--- config.mk ---
export PLATFORM = sky130hd
export DESIGN_NAME = ifq_fetch
export DESIGN_NICKNAME = d
export VERILOG_FILES = /design/src/rtl/ifq_pkg.sv /design/src/rtl/ifq_fifo.sv /design/src/rtl/ifq_fetch.sv
export SDC_FILE = /design/constraint.sdc
export NUM_CORES = 1
export LEC_CHECK = 0
export CAP_MARGIN = 30
export CORE_UTILIZATION = 40
export DETAILED_ROUTE_END_ITERATION = 10
export PLACE_DENSITY = 0.59
export SYNTH_ARGS = -nofsm -noshare
export SYNTH_HDL_FRONTEND = slang
export SYNTH_SLANG_ARGS = --single-unit
--- constraint.sdc ---
create_clock -name iw_clk -period 4.33 [get_ports iw_clk]
set_clock_uncertainty 0.15 [all_clocks]
set_input_delay 0.433 -clock iw_clk [delete_from_list [all_inputs] [get_ports iw_clk]]
set_output_delay 0.433 -clock iw_clk [all_outputs]
set_load 0.01 [all_outputs]
--- src/rtl/ifq_pkg.sv ---
// Shared sizing constants for the instruction-fetch pipeline stages.
// Reused by the fetch front end and its prefetch queue.
package ifq_pkg;

    localparam int unsigned IFQ_SIZE_ADDR = 24;
    localparam int unsigned IFQ_SIZE_DATA = 24;
    localparam int unsigned IFQ_DEPTH     = 4;
    localparam int unsigned IFQ_RESET_PC  = 0;

endpackage

--- src/rtl/ifq_fifo.sv ---
// Circular prefetch buffer: push at tail, pop at head, single-cycle flush.
// Head entry is presented combinationally; count distinguishes empty from full.
module ifq_fifo #(
    parameter int DEPTH = 4,
    parameter int WIDTH = 48
) (
    input  logic                     iw_clk,
    input  logic                     iw_rst,
    input  logic                     iw_flush,
    input  logic                     iw_push,
    input  logic [WIDTH-1:0]         iw_push_data,
    input  logic                     iw_pop,
    output logic [$clog2(DEPTH):0]   ow_count,
    output logic [WIDTH-1:0]         ow_head
);

    localparam int PW = $clog2(DEPTH);

    logic [WIDTH-1:0] mem [DEPTH];
    logic [PW-1:0]    r_head;
    logic [PW-1:0]    r_tail;
    logic [PW:0]      r_count;

    // NOTE: the storage array is deliberately not reset; r_count alone says which slots are live.
    always_ff @(posedge iw_clk) begin
        if (iw_push && !iw_flush) begin
            mem[r_tail] <= iw_push_data;
        end
    end

    always_ff @(posedge iw_clk or posedge iw_rst) begin
        if (iw_rst) begin
            r_head  <= '0;
            r_tail  <= '0;
            r_count <= '0;
        end else if (iw_flush) begin
            r_head  <= '0;
            r_tail  <= '0;
            r_count <= '0;
        end else begin
            if (iw_push) r_tail <= r_tail + 1'b1;
            if (iw_pop)  r_head <= r_head + 1'b1;
            r_count <= r_count + (PW+1)'(iw_push) - (PW+1)'(iw_pop);
        end
    end

    assign ow_count = r_count;
    assign ow_head  = mem[r_head];

endmodule

--- src/rtl/ifq_fetch.sv ---
// Instruction fetch front end: PC, one-deep in-flight tracking, redirect squash, prefetch queue.
// Define IFQ_BYPASS_EN to let a word captured into an empty queue reach decode in the same cycle.
module ifq_fetch
    import ifq_pkg::*;
#(
    parameter int                       SIZE_ADDR = IFQ_SIZE_ADDR,
    parameter int                       SIZE_DATA = IFQ_SIZE_DATA,
    parameter int                       DEPTH     = IFQ_DEPTH,
    parameter logic [SIZE_ADDR-1:0]     RESET_PC  = SIZE_ADDR'(IFQ_RESET_PC)
) (
    input  logic                 iw_clk,
    input  logic                 iw_rst,
    output logic [SIZE_ADDR-1:0] ow_mem_addr,
    input  logic [SIZE_DATA-1:0] iw_mem_rdata,
    input  logic                 iw_redirect,
    input  logic [SIZE_ADDR-1:0] iw_redirect_pc,
    input  logic                 iw_stall,
    output logic                 ow_valid,
    output logic [SIZE_ADDR-1:0] ow_pc,
    output logic [SIZE_DATA-1:0] ow_instr
);

    localparam int CW = $clog2(DEPTH) + 1;
    localparam int EW = SIZE_ADDR + SIZE_DATA;

    logic [SIZE_ADDR-1:0] r_pc;
    logic [SIZE_ADDR-1:0] r_inflight_pc;
    logic                 r_inflight;
    logic [EW-1:0]        r_last;

    logic [CW-1:0]        count;
    logic [EW-1:0]        head;
    logic [EW-1:0]        cap_entry;
    logic [EW-1:0]        out_entry;
    logic                 issue, capture, push, pop, fifo_valid;

    // Credit the in-flight word against the queue so a capture can never overflow it.
    assign issue      = !iw_redirect && ((int'(count) + int'(r_inflight)) < DEPTH);
    assign capture    = r_inflight && !iw_redirect;
    assign fifo_valid = (count != '0);
    assign cap_entry  = {r_inflight_pc, iw_mem_rdata};
    assign pop        = fifo_valid && !iw_stall && !iw_redirect;

    // NOTE: always_comb uses blocking assignments; always_ff uses non-blocking so flops update together.
    // NOTE: every output of this block gets a default first so no latch is inferred.
    always_comb begin
        ow_valid  = fifo_valid;
        out_entry = fifo_valid ? head : r_last;
        push      = capture;
`ifdef IFQ_BYPASS_EN
        if (capture && !fifo_valid) begin
            ow_valid  = 1'b1;
            out_entry = cap_entry;
            push      = iw_stall;
        end
`endif
    end

    assign {ow_pc, ow_instr} = out_entry;
    assign ow_mem_addr       = r_pc;

    always_ff @(posedge iw_clk or posedge iw_rst) begin
        if (iw_rst) begin
            r_pc          <= RESET_PC;
            r_inflight    <= 1'b0;
            r_inflight_pc <= '0;
        end else if (iw_redirect) begin
            r_pc       <= iw_redirect_pc;
            r_inflight <= 1'b0;
        end else if (issue) begin
            r_pc          <= r_pc + 1'b1;
            r_inflight    <= 1'b1;
            r_inflight_pc <= r_pc;
        end else begin
            r_inflight <= 1'b0;
        end
    end

    // Keeps the last presented pair on the outputs while the queue is empty.
    always_ff @(posedge iw_clk or posedge iw_rst) begin
        if (iw_rst) begin
            r_last <= '0;
        end else if (ow_valid) begin
            r_last <= out_entry;
        end
    end

    ifq_fifo #(
        .DEPTH (DEPTH),
        .WIDTH (EW)
    ) u_fifo (
        .iw_clk       (iw_clk),
        .iw_rst       (iw_rst),
        .iw_flush     (iw_redirect),
        .iw_push      (push),
        .iw_push_data (cap_entry),
        .iw_pop       (pop),
        .ow_count     (count),
        .ow_head      (head)
    );

endmodule

# --- After elaboration in Yosys (flattened, before gate mapping) ---
# Memory sizes are Yosys's and may differ from the RTL's.
# Cells that the tools add are included.
# W data, S select, Z words.
word_totals:
  memories: 1
  word_cells: 40
  input_bits: 52
  out_inout_bits: 73
  register_bits: 104
  ram_bits: 192
mem_list:
  columns: ["memory", "words", "word_bits", "rd", "rd_clocked_by_memory_dff", "wr", "line", "source"]
  rows:
  - ["u_fifo.mem", 4, 48, 1, 0, 1, "ifq_fifo.sv:19", "logic [WIDTH-1:0] mem [DEPTH];"]
classes:
  muxes: 12
  n_addsub: 6
  n_lt_le_gt_ge: 1
  bitwise_logic: 1
  reduce_logical: 12
ops:
  columns: ["cell", "n"]
  rows:
  - ["$mux W24", 2]
  - ["$mux W48", 1]
  - ["$add A24 B1 Y24 const B", 1]
  - ["$mux W2", 4]
  - ["$reduce_bool A2 Y1", 3]
  - ["$logic_and A1 B1 Y1", 5]
  - ["$add A2 B1 Y2 const B", 2]
  - ["$add A3 B1 Y4", 1]
  - ["$lt A4 B3 Y1 const B", 1]
  - ["$mux W1", 4]
  - ["$add A3 B1 Y3", 1]
  - ["$mux W3", 1]
  - ["$reduce_bool A3 Y1", 1]
  - ["$sub A3 B1 Y3", 1]
  - ["$logic_not A1 Y1", 2]
  - ["$reduce_and A2 Y1", 1]
  - ["$not A1 Y1", 1]

# --- Longest topological paths before layout ---
# Gate-level depths: netlist (run 1).
logic_depth:
  depth_word: 5
  mapped_depth: 11
  mapped_depth_nobuf: 9

# --- Modules after synthesis ---
# Synthesis (run 1) repeated with hierarchy kept, for this count alone.
hier_totals:
  hier_cells: 658
  area_unflattened_um2: 12066.6
by_module_without_submodules:
  columns: ["mod", "instances", "cells_each", "seq_area_each_um2", "area_each_um2"]
  rows:
  - ["ifq_fifo", 1, 290, 5940.7, 7413.4]
  - ["ifq_fetch", 1, 368, 2427.3, 4653.2]

# --- Worst setup path after synthesis (run 1) ---
# Ideal clock, no wire load.
synth_timing:
  kind: "reg2reg"
  from: "register u_fifo.r_count[1] (netlist: u_fifo.ow_count[1])"
  to: "register u_fifo.r_count[2] (netlist: u_fifo.ow_count[2])"
  synth_period_minus_slack_ps: 2772
  setup_slack_ps: 1558
  arrival_ps: 2491
  setup_time_ps: 132
  required_ps: 4048
  n_path_buf: 2
  path_stages_with_launch: 12
  cell_sequence: "dfrtp_1 -> nor3_2 -> clkbuf_1 -> buf_2 -> nor3_1 -> ha_1 -> inv_1 -> ha_1 -> inv_1 -> fa_1 -> xnor2_1 -> nor2_1"
synth_between:
  elab_chain_cells: 5
  word_cells_on_any_way: 6
  classes_between: "add/sub: 2; mux: 1; reduce/logical: 3"
synth_rtl:
  columns: ["element", "line", "source"]
  rows:
  - ["from (decl)", "ifq_fifo.sv:22", "logic [PW:0] r_count;"]
  - ["from (signal assigned)", "ifq_fifo.sv:43", "r_count <= r_count + (PW+1)'(iw_push) - (PW+1)'(iw_pop);"]
  - ["branches (longest 3 deep; another with $add A3 B1 Y3)", null, null]
  - ["$sub A3 B1 Y3 *", "ifq_fifo.sv:43", null]
  - ["$mux W3 *", "ifq_fifo.sv:36", "end else if (iw_flush) begin"]
# Every way passes the cells marked *.
# A chain may end at the register's enable or synchronous reset.

# --- Final worst setup path (run 1) ---
layout_timing:
  from: "register u_fifo.r_head[0]"
  to: "output ow_pc[8]"
layout_between:
  elab_chain_cells: 2
layout_rtl:
  columns: ["element", "line", "source"]
  rows:
  - ["from (decl)", "ifq_fifo.sv:20", "logic [PW-1:0] r_head;"]
  - ["from (signal assigned)", "ifq_fifo.sv:42", "if (iw_pop) r_head <= r_head + 1'b1;"]
  - ["$mem_v2 Z4 W48", null, null]
  - ["$mux W48", "ifq_fetch.sv:48", "out_entry = fifo_valid ? head : r_last;"]
  - ["to (decl)", "ifq_fetch.sv:19", "output logic [SIZE_ADDR-1:0] ow_pc,"]
# No other way between the ends.

==> results of run 1 <==
-- cell families after synthesis --
kind of cell	count (synthesis)	synth area share, %
muxes	175	20.8
adders and majority gates	9	0.999
DFF	296	69.6
xor gates and xnor gates	24	1.75
buffers and inverters	43	1.46
AOI/OAI and AO/OA	25	1.23
and+or+nand+nor	89	4.14
-- cells in the final DEF, fill, tap and decap left out, types with 9 or more instances in the layout --
| cell | netlist | layout |
|---|---|---|
| buf_4 | 0 | 16 |
| clkbuf_16 | 0 | 31 |
| clkdlybuf4s50_1 | 0 | 124 |
| dfrtp_1 | 104 | 102 |
| edfxtp_1 | 192 | 192 |
| inv_1 | 10 | 9 |
| mux2_2 | 124 | 124 |
| mux4_2 | 48 | 48 |
| nand2_1 | 30 | 30 |
| nand4_1 | 11 | 11 |
| nor2_1 | 13 | 13 |
| o21ai_0 | 14 | 14 |
| xnor2_1 | 14 | 14 |
| xor2_1 | 10 | 10 |
-- cell type report --
type,count,area (µm²)
clock buffer,44,885
clock inverter,12,101
fill,2477,14800
inverter,11,43.8
multi-input combinational,322,3490
sequential,296,8370
tap,390,488
timing repair buffer,143,1430
-- through the flow --
stage	util [%]	worst slack [ps]	hold slack [ps]	instance area, µm²	instances
final	50.0	714	95.8	14800	1218
after global routing	50.0	545	123	14800	1218
after CTS	50.0	627	105	14800	1218
after detailed placement	46.7	1210	338	13800	1162
after global placement	46.6	1240	331	13800	1161
after floorplan	-	1010	322	12000	661
-- where the power goes --
| part | total (µW) | switching, µW | leakage, µW | internal [µW] |
|---|---|---|---|---|
| Clock | 2530 | 1050 | 0.000484 | 1480 |
| Combinational | 3230 | 1250 | 0.00173 | 1980 |
| Sequential | 4050 | 442 | 0.00298 | 3610 |
-- per-layer routing --
layer  vias to the layer above  part of all wire [%]  track usage [%]
li1                       2835                     -                -
met1                      3231                    44             21.8
met2                       137                    51             27.7
met3                        32                   3.8             2.27
met4                         0                   1.6             3.84
met5                         -                     0                0
-- worst max-delay path, delay by kind of cell (launching register included) --
kind / cells / cell delay (ps)
flops: 1 / 880
mux: 2 / 840
buf+inv: 2 / 760
-- sequential cells by signal, indices dropped and copies added (netlist names) --
name / flops
u_fifo.ow_count: 3
ow_mem_addr: 24
u_fifo.r_tail: 2
u_fifo.mem: 192
r_inflight: 1
u_fifo.r_head: 2
r_last: 48
r_inflight_pc: 24
-- worst paths after layout --
path	start	end	slack, ps	cells after the start
setup / recovery	u_fifo.r_head[0]	ow_pc[8]	710	4
hold / removal	iw_rst	r_last[21]	100	2
setup reg to reg	u_fifo.ow_count[1]	u_fifo.ow_count[2]	1710	10
hold reg to reg	r_last[13]	r_last[13]	350	1
max in group asynchronous	iw_rst	r_last[29]	3070	4
min in group iw_clk	iw_redirect_pc[3]	ow_mem_addr[3]	300	3
==> impl_metrics.env, run 1 <==
export IMPL_status="finished, final reports clean"
export IMPL_synth_seq_cells=296
export IMPL_ys_flop_type="edfxtp_1"
export IMPL_synth_edff_count=192
export IMPL_crit_slowest_cell="dfrtp_4"
export IMPL_via_count=6235
export IMPL_fp_dieH_um=175
export IMPL_grt_pass1_vias=6754
export IMPL_grt_overflow=0
export IMPL_syn_area_um2=12000
export IMPL_clock_path_buffers=3
export IMPL_cts_tree="done"
export IMPL_wirelength_um=24000
export IMPL_start_kind="flop"
export IMPL_dr_pass1_iters=4
export IMPL_synth_area_leaders="edfxtp_1, dfrtp_1, mux2_2, mux4_2, xnor2_1"
export IMPL_avgViaCountPerCell=5.12
export IMPL_num_antenna_cells=0
export IMPL_finalHoldViolations=0
export IMPL_drt_iter0_markers=407
export IMPL_cts_buffers=30
export IMPL_tightest_slew_ps=966
export IMPL_async_reset_ff_share_pct=35.1
export IMPL_pin_count=125
export IMPL_setup_viol=0
export IMPL_slew_viol_final=0
export IMPL_yosysWarnings=0
export IMPL_coreArea_um2=29600
export IMPL_cp_required_ps=3750
export IMPL_avgSynthCellArea_um2=18.2
export IMPL_postSynthCellCount=661
export IMPL_wl_per_cell_um=19.7
export IMPL_cap_violations=0
export IMPL_crit_path_end_kind="output port"
export IMPL_cp_max_fo=33
export IMPL_path_class="reg -> out"
export IMPL_htree_levels=1
export IMPL_syn_nets=722
export IMPL_synth_cell_types=39
export IMPL_layout_min_cycle_time_ps=3620
export IMPL_antenna_left=0
export IMPL_dieArea_um2=30800
export IMPL_die_x_um=175
export IMPL_crit_chain="buf_12 > mux4_2 > mux2_2 > clkdlybuf4s50_1"
export IMPL_row_count=63
export IMPL_io_buffers=124
export IMPL_drc=0
export IMPL_slowest_delay_ps=880
export IMPL_hpwlAfterDp_um=15600
export IMPL_ys_top_cells_by_count="edfxtp_1, mux2_2, dfrtp_1"
export IMPL_nNetsFinal=865
export IMPL_synth_top_cell_area_share_pct=47.9
export IMPL_yosys_area_top_type="edfxtp_1"
export IMPL_ctsResizeCount=0
export IMPL_grtUsageTotal_pct=16.2
export IMPL_yosysMostFrequentCell="edfxtp_1"
export IMPL_grt_antenna_before_repair=0
export IMPL_drive_gt1_share_pct=31.0
export IMPL_min_path_type="in -> async"
export IMPL_relSlewSlack_pct=35.6
export IMPL_start_util_pct=40.6
export IMPL_finalPower_uw=9810
export IMPL_grt_setup_unrepaired="false"
export IMPL_fmax_mhz=277
export IMPL_post_cts_repair_setup_buffers=0
export IMPL_grt_max_degree=100
export IMPL_synth_seq_area_share_pct=69.6
export IMPL_cts_hold_buf=0
export IMPL_clk_pin_slew_ps=60
export IMPL_grt_pass1_wl_um=38300
export IMPL_clk_latency_ps=540
export IMPL_max_vdd_ir_drop_uv=460
export IMPL_p_per_area_nw_per_um2=662
export IMPL_p_leak_uw=0.00520
export IMPL_cts_sinks=296
export IMPL_tns_ps=0
export IMPL_root_buffer="clkbuf_16"
export IMPL_area_growth_pct=23.2
export IMPL_worstPathArrival_ps=3030
export IMPL_gp_congestion=0.746
export IMPL_fin_crit_sh_pct=83.5
(Power assumes the default switching activity.)
==> inputs of run 2 (changes only) <==
Settings changed: PLACE_DENSITY 0.59 to 0.61.
Clock period 4.33 ns to 3 ns, I/O delays scaled along.
==> run 2 against run 1 <==
  * Worst setup slack worse by 560 ps
  * Largest cell class unchanged
  * Highest routed layer unchanged
  * Sequential power is 41% higher
  * Die area stayed put
  * Register-to-register slack worse by 1100 ps
  * Via count is 1.6% higher
  * Critical path type unchanged
  * Largest power group unchanged
==> impl_metrics.env, run 2 (synthesized netlist as in run 1, its figures left out) <==
export IMPL_num_antenna_cells=0
export IMPL_hpwlAfterDp_um=15600
export IMPL_row_count=63
export IMPL_cts_sinks=296
export IMPL_grt_pass1_vias=6962
export IMPL_largest_reg_flops=192
export IMPL_rr_startpoint="ow_mem_addr[1]"
export IMPL_start_util_pct=40.6
export IMPL_setup_viol=0
export IMPL_place_ws_ps=366
export IMPL_grt_setup_unrepaired="false"
export IMPL_grtUsageTotal_pct=16.5
export IMPL_drive_gt1_share_pct=31.7
export IMPL_clock_path_buffers=3
export IMPL_dieArea_um2=30800
export IMPL_tns_ps=0
export IMPL_setup_ws_ps=157
export IMPL_fmax_mhz=352
export IMPL_antenna_left=0
export IMPL_reg2reg_depth=6
export IMPL_htree_levels=1
export IMPL_avgViaCountPerCell=5.14
export IMPL_p_per_area_nw_per_um2=951
export IMPL_seqCellArea_um2=8370
export IMPL_cp_max_fo=4
export IMPL_power_switching_uw=4030
export IMPL_min_path_type="in -> async"
export IMPL_path_class="reg -> out"
export IMPL_drt_iter0_markers=380
export IMPL_status="finished, final reports clean"
export IMPL_fin_util_pct=51.0
export IMPL_die_x_um=175
export IMPL_drc=0
export IMPL_grt_max_degree=49
export IMPL_layout_min_cycle_time_ps=2840
export IMPL_tightest_slew_ps=862
export IMPL_reg_largest_list="u_fifo.mem x192, r_last x48"
export IMPL_final_common_cell="edfxtp_1"
export IMPL_area_growth_pct=25.7
export IMPL_slew_viol_final=0
export IMPL_grt_antenna_before_repair=0
export IMPL_wirelength_um=24600
export IMPL_p_leak_uw=0.00542
export IMPL_start_kind="flop"
export IMPL_cts_tree="done"
export IMPL_worstPathArrival_ps=2390
export IMPL_grt_overflow=0
export IMPL_final_cell_mix="edfxtp_1, mux2_2, dfrtp_1"
export IMPL_grt_pass1_wl_um=38900
export IMPL_gp_congestion=0.762
export IMPL_clk_pin_slew_ps=60
export IMPL_nNetsFinal=878
export IMPL_fin_crit_sh_pct=94.8
export IMPL_max_vdd_ir_drop_uv=463
export IMPL_coreArea_um2=29600
export IMPL_cts_buffers=31
export IMPL_relSlewSlack_pct=42.4
export IMPL_swShare_pct=28.0
export IMPL_fp_dieH_um=175
export IMPL_cts_hold_buf=0
export IMPL_wl_per_cell_um=20.0
export IMPL_root_buffer="clkbuf_16"
export IMPL_top_register="u_fifo.mem"
export IMPL_pin_count=125
export IMPL_dr_pass1_iters=5
export IMPL_io_buffers=124
export IMPL_via_count=6337
export IMPL_cap_violations=0
export IMPL_multi_input_area_um2=3490
export IMPL_finalHoldViolations=0
export IMPL_crit_path_end_kind="output port"
export IMPL_regToRegSetupSlack_ps=610
export IMPL_clk_latency_ps=550
export IMPL_p_seq_share_pct=39.8
export IMPL_r2r_end="ow_mem_addr[22]"
export IMPL_intPower_uw=10400
export IMPL_clockPowerShare_pct=26.8
export IMPL_p_comb_share_pct=33.3
export IMPL_fillers=2454
export IMPL_cp_required_ps=2550
==> run 2: cell types whose count changed in the layout (fill, tap and decap cells not counted), sizes merged <==
| cell | previous run | this run |
|---|---|---|
| dlymetal6s2s | 0 | 2 |
| bufinv | 1 | 5 |
| inv | 11 | 10 |
| clkbuf | 44 | 37 |
| buf | 19 | 30 |
| dlygate4sd2 | 0 | 46 |
| clkinv | 9 | 16 |
| clkdlybuf4s50 | 124 | 76 |
==> run 2: timing repair <==
item	4_1_cts	5_1_grt
endpoints found under the setup margin	48	2
gates resized for setup	48	3
pin swaps	1	0
buffers inserted	9	0
cloned	0	1
==> run 2: area by class of cell <==
type	count	area share [%]
clock buffers	36	5.32
inverters	11	0.298
multi-input cells	322	23.1
repair buffers	155	11.1
flip-flops and latches	296	55.4
well taps	390	3.23
clock inverters	22	1.54
==> run 2: worst max-delay path, cell delays in order (launching register included) <==
cell and delay [ps]:
dfrtp_4 510, buf_12 150, buf_4 150, mux4_2 460
mux2_2 290, dlygate4sd2_1 280
==> run 2: how the worst max path moves through the flow <==
stage | from | end | depth (start not counted)
floorplan | u_fifo.ow_count[1] | u_fifo.ow_count[2] | 11
global placement | u_fifo.r_head[0] | ow_instr[13] | 4
detailed placement | u_fifo.ow_count[1] | ow_pc[0] | 4
CTS | u_fifo.r_head[0] | ow_pc[12] | 4
global route | u_fifo.r_head[0] | ow_pc[19] | 5
finish | u_fifo.r_head[0] | ow_pc[10] | 5
==> run 2: power by group through the flow <==
| stage | logic, µW | registers (µW) | clock network (µW) |
|---|---|---|---|
| floorplan | 3050 | 5600 | 0 |
| global placement | 4920 | 5790 | 0 |
| detailed placement | 5000 | 5850 | 0 |
| CTS | 4820 | 5730 | 3950 |
| global route | 5200 | 5820 | 4130 |
| finish | 4790 | 5730 | 3860 |
==> run 2: layer usage <==
metal  track usage [%]  wire length [µm]
met5                 0                 0
met2              28.2             12100
met3              2.45              1100
met1              22.2             11100
met4              3.88               338
==> run 2: metrics by stage <==
stage	power [µW]	cells	instance area [µm²]	hold slack [ps]
2_1_floorplan	8650	661	12000	249
3_3_place_gp	10700	1164	14000	331
3_5_place_dp	10900	1164	14000	338
4_1_cts	14500	1231	15100	114
5_1_grt	15100	1232	15100	136
6_report	14400	1232	15100	138
==> inputs of run 3 (changes only) <==
Settings changed: PLACE_DENSITY 0.61 to 0.59.
Clock period 3 ns to 3.18 ns, I/O delays scaled along.
==> run 3 against run 2 <==
  * Hold slack got worse by 18 ps
  * Power fell by 2.5%
  * Die area did not move
  * Utilization barely moved
  * Critical path depth fell by 1
  * Design area barely moved
  * Register-to-register slack got worse by 90 ps
  * Sequential power fell by 5.8%
  * Highest routed layer unchanged
==> impl_metrics.env, run 3 (synthesized netlist as in run 1, its figures left out) <==
export IMPL_status="finished, final reports clean"
export IMPL_cp_required_ps=2710
export IMPL_crit_path_end_kind="output port"
export IMPL_grt_util_met1_pct=21.9
export IMPL_placed_cells=1162
export IMPL_crit_slowest_cell="mux4_2"
export IMPL_top_register="u_fifo.mem"
export IMPL_grt_pass1_wl_um=39100
export IMPL_fin_crit_sh_pct=96.7
export IMPL_grt_antenna_before_repair=0
export IMPL_finalHoldViolations=0
export IMPL_drc=0
export IMPL_cts_sinks=296
export IMPL_p_leak_uw=0.00531
export IMPL_via_count=6350
export IMPL_gp_congestion=0.792
export IMPL_fin_hold_ws_ps=120
export IMPL_wirelength_um=25200
export IMPL_io_buffers=124
export IMPL_grt_max_degree=49
export IMPL_fmax_mhz=325
export IMPL_num_antenna_cells=0
export IMPL_drive_gt1_share_pct=31.6
export IMPL_die_x_um=175
export IMPL_htree_levels=1
export IMPL_reg_largest_list="u_fifo.mem x192, r_last x48"
export IMPL_slew_viol_final=0
export IMPL_clock_path_buffers=3
export IMPL_cts_tree="done"
export IMPL_path_class="reg -> out"
export IMPL_clk_latency_ps=550
export IMPL_cap_violations=0
export IMPL_cp_max_fo=16
export IMPL_dr_pass1_iters=5
export IMPL_area_growth_pct=25.8
export IMPL_tns_ps=0
export IMPL_drt_iter0_markers=421
export IMPL_met2_usage_pct=29.3
export IMPL_antenna_left=0
export IMPL_grtUsageTotal_pct=16.7
export IMPL_pin_count=125
export IMPL_wl_per_cell_um=20.6
export IMPL_crit_chain="buf_6 > mux4_2 > mux2_2 > clkdlybuf4s50_1"
export IMPL_busiest_layer="met2"
export IMPL_fp_dieH_um=175
export IMPL_fin_util_pct=51.0
export IMPL_finalPower_uw=14000
export IMPL_tightest_slew_ps=812
export IMPL_start_kind="flop"
export IMPL_cts_buffers=31
export IMPL_relSlewSlack_pct=45.8
export IMPL_avgViaCountPerCell=5.19
export IMPL_setup_viol=0
export IMPL_min_path_type="in -> async"
export IMPL_hpwlAfterDp_um=15400
export IMPL_nNetsFinal=870
export IMPL_worstPathArrival_ps=2610
export IMPL_p_per_area_nw_per_um2=927
export IMPL_max_vdd_ir_drop_uv=403
export IMPL_grt_overflow=0
export IMPL_coreArea_um2=29600
export IMPL_root_buffer="clkbuf_16"
export IMPL_slowest_delay_ps=570
export IMPL_final_common_cell="edfxtp_1"
export IMPL_row_count=63
export IMPL_dieArea_um2=30800
export IMPL_largest_reg_flops=192
export IMPL_final_cell_mix="edfxtp_1, mux2_2, clkdlybuf4s50_1"
export IMPL_grt_pass1_vias=6754
export IMPL_cts_hold_buf=0
export IMPL_use_met3_pct=2.36
export IMPL_clk_pin_slew_ps=60
export IMPL_layout_min_cycle_time_ps=3070
export IMPL_stdcell_count=1223
export IMPL_start_util_pct=40.6
==> run 3: power by group <==
part,internal [µW],switching [µW]
combinational,2940,1940
sequential,4920,482
clock,2280,1460
==> run 3: per-stage QoR <==
step | worst slack, ps | instance area [µm²]
floorplan | 408 | 12000
global placement | 615 | 13900
detailed placement | 554 | 13900
CTS | 1.64 | 15100
global route | -6.54 | 15100
finish | 105 | 15100
==> run 3: final cells by class <==
class,instances,area [µm²]
Clock buffer,37,838
Tap cell,390,488
Clock inverter,20,234
Fill cell,2462,14500
Timing Repair Buffer,147,1650
Sequential cell,296,8370
Multi-Input combinational cell,322,3490
Inverter,11,45.0
==> run 3: worst paths after layout <==
| path | from | to | slack [ps] | cells past startpoint |
|---|---|---|---|---|
| max | u_fifo.r_head[0] | ow_pc[4] | 110 | 4 |
| min | iw_rst | r_last[0] | 120 | 2 |
| max reg2reg | u_fifo.ow_count[2] | u_fifo.ow_count[2] | 520 | 11 |
| min reg2reg | r_last[10] | r_last[10] | 350 | 1 |
| max in group asynchronous | iw_rst | u_fifo.r_head[0] | 2060 | 3 |
| min in group iw_clk | iw_redirect_pc[16] | ow_mem_addr[16] | 180 | 3 |
==> run 3: worst max-delay path, delay by kind of cell, from the launching register on <==
family	cells	cell delay, ps
buf+inv	2	740
flops	1	470
mux	2	850
==> run 3: metal layers <==
metal / up-vias / wire, µm
met5: - / 0
met4: 0 / 420
met2: 158 / 12800
met1: 3298 / 11100
met3: 31 / 869
li1: 2863 / -
==> run 3: timing repair <==
item	4_1_cts	5_1_grt
endpoints found under the setup margin	9	28
cloned	1	2
buffers inserted	0	1
resized for setup	1	2
pin swaps	0	1
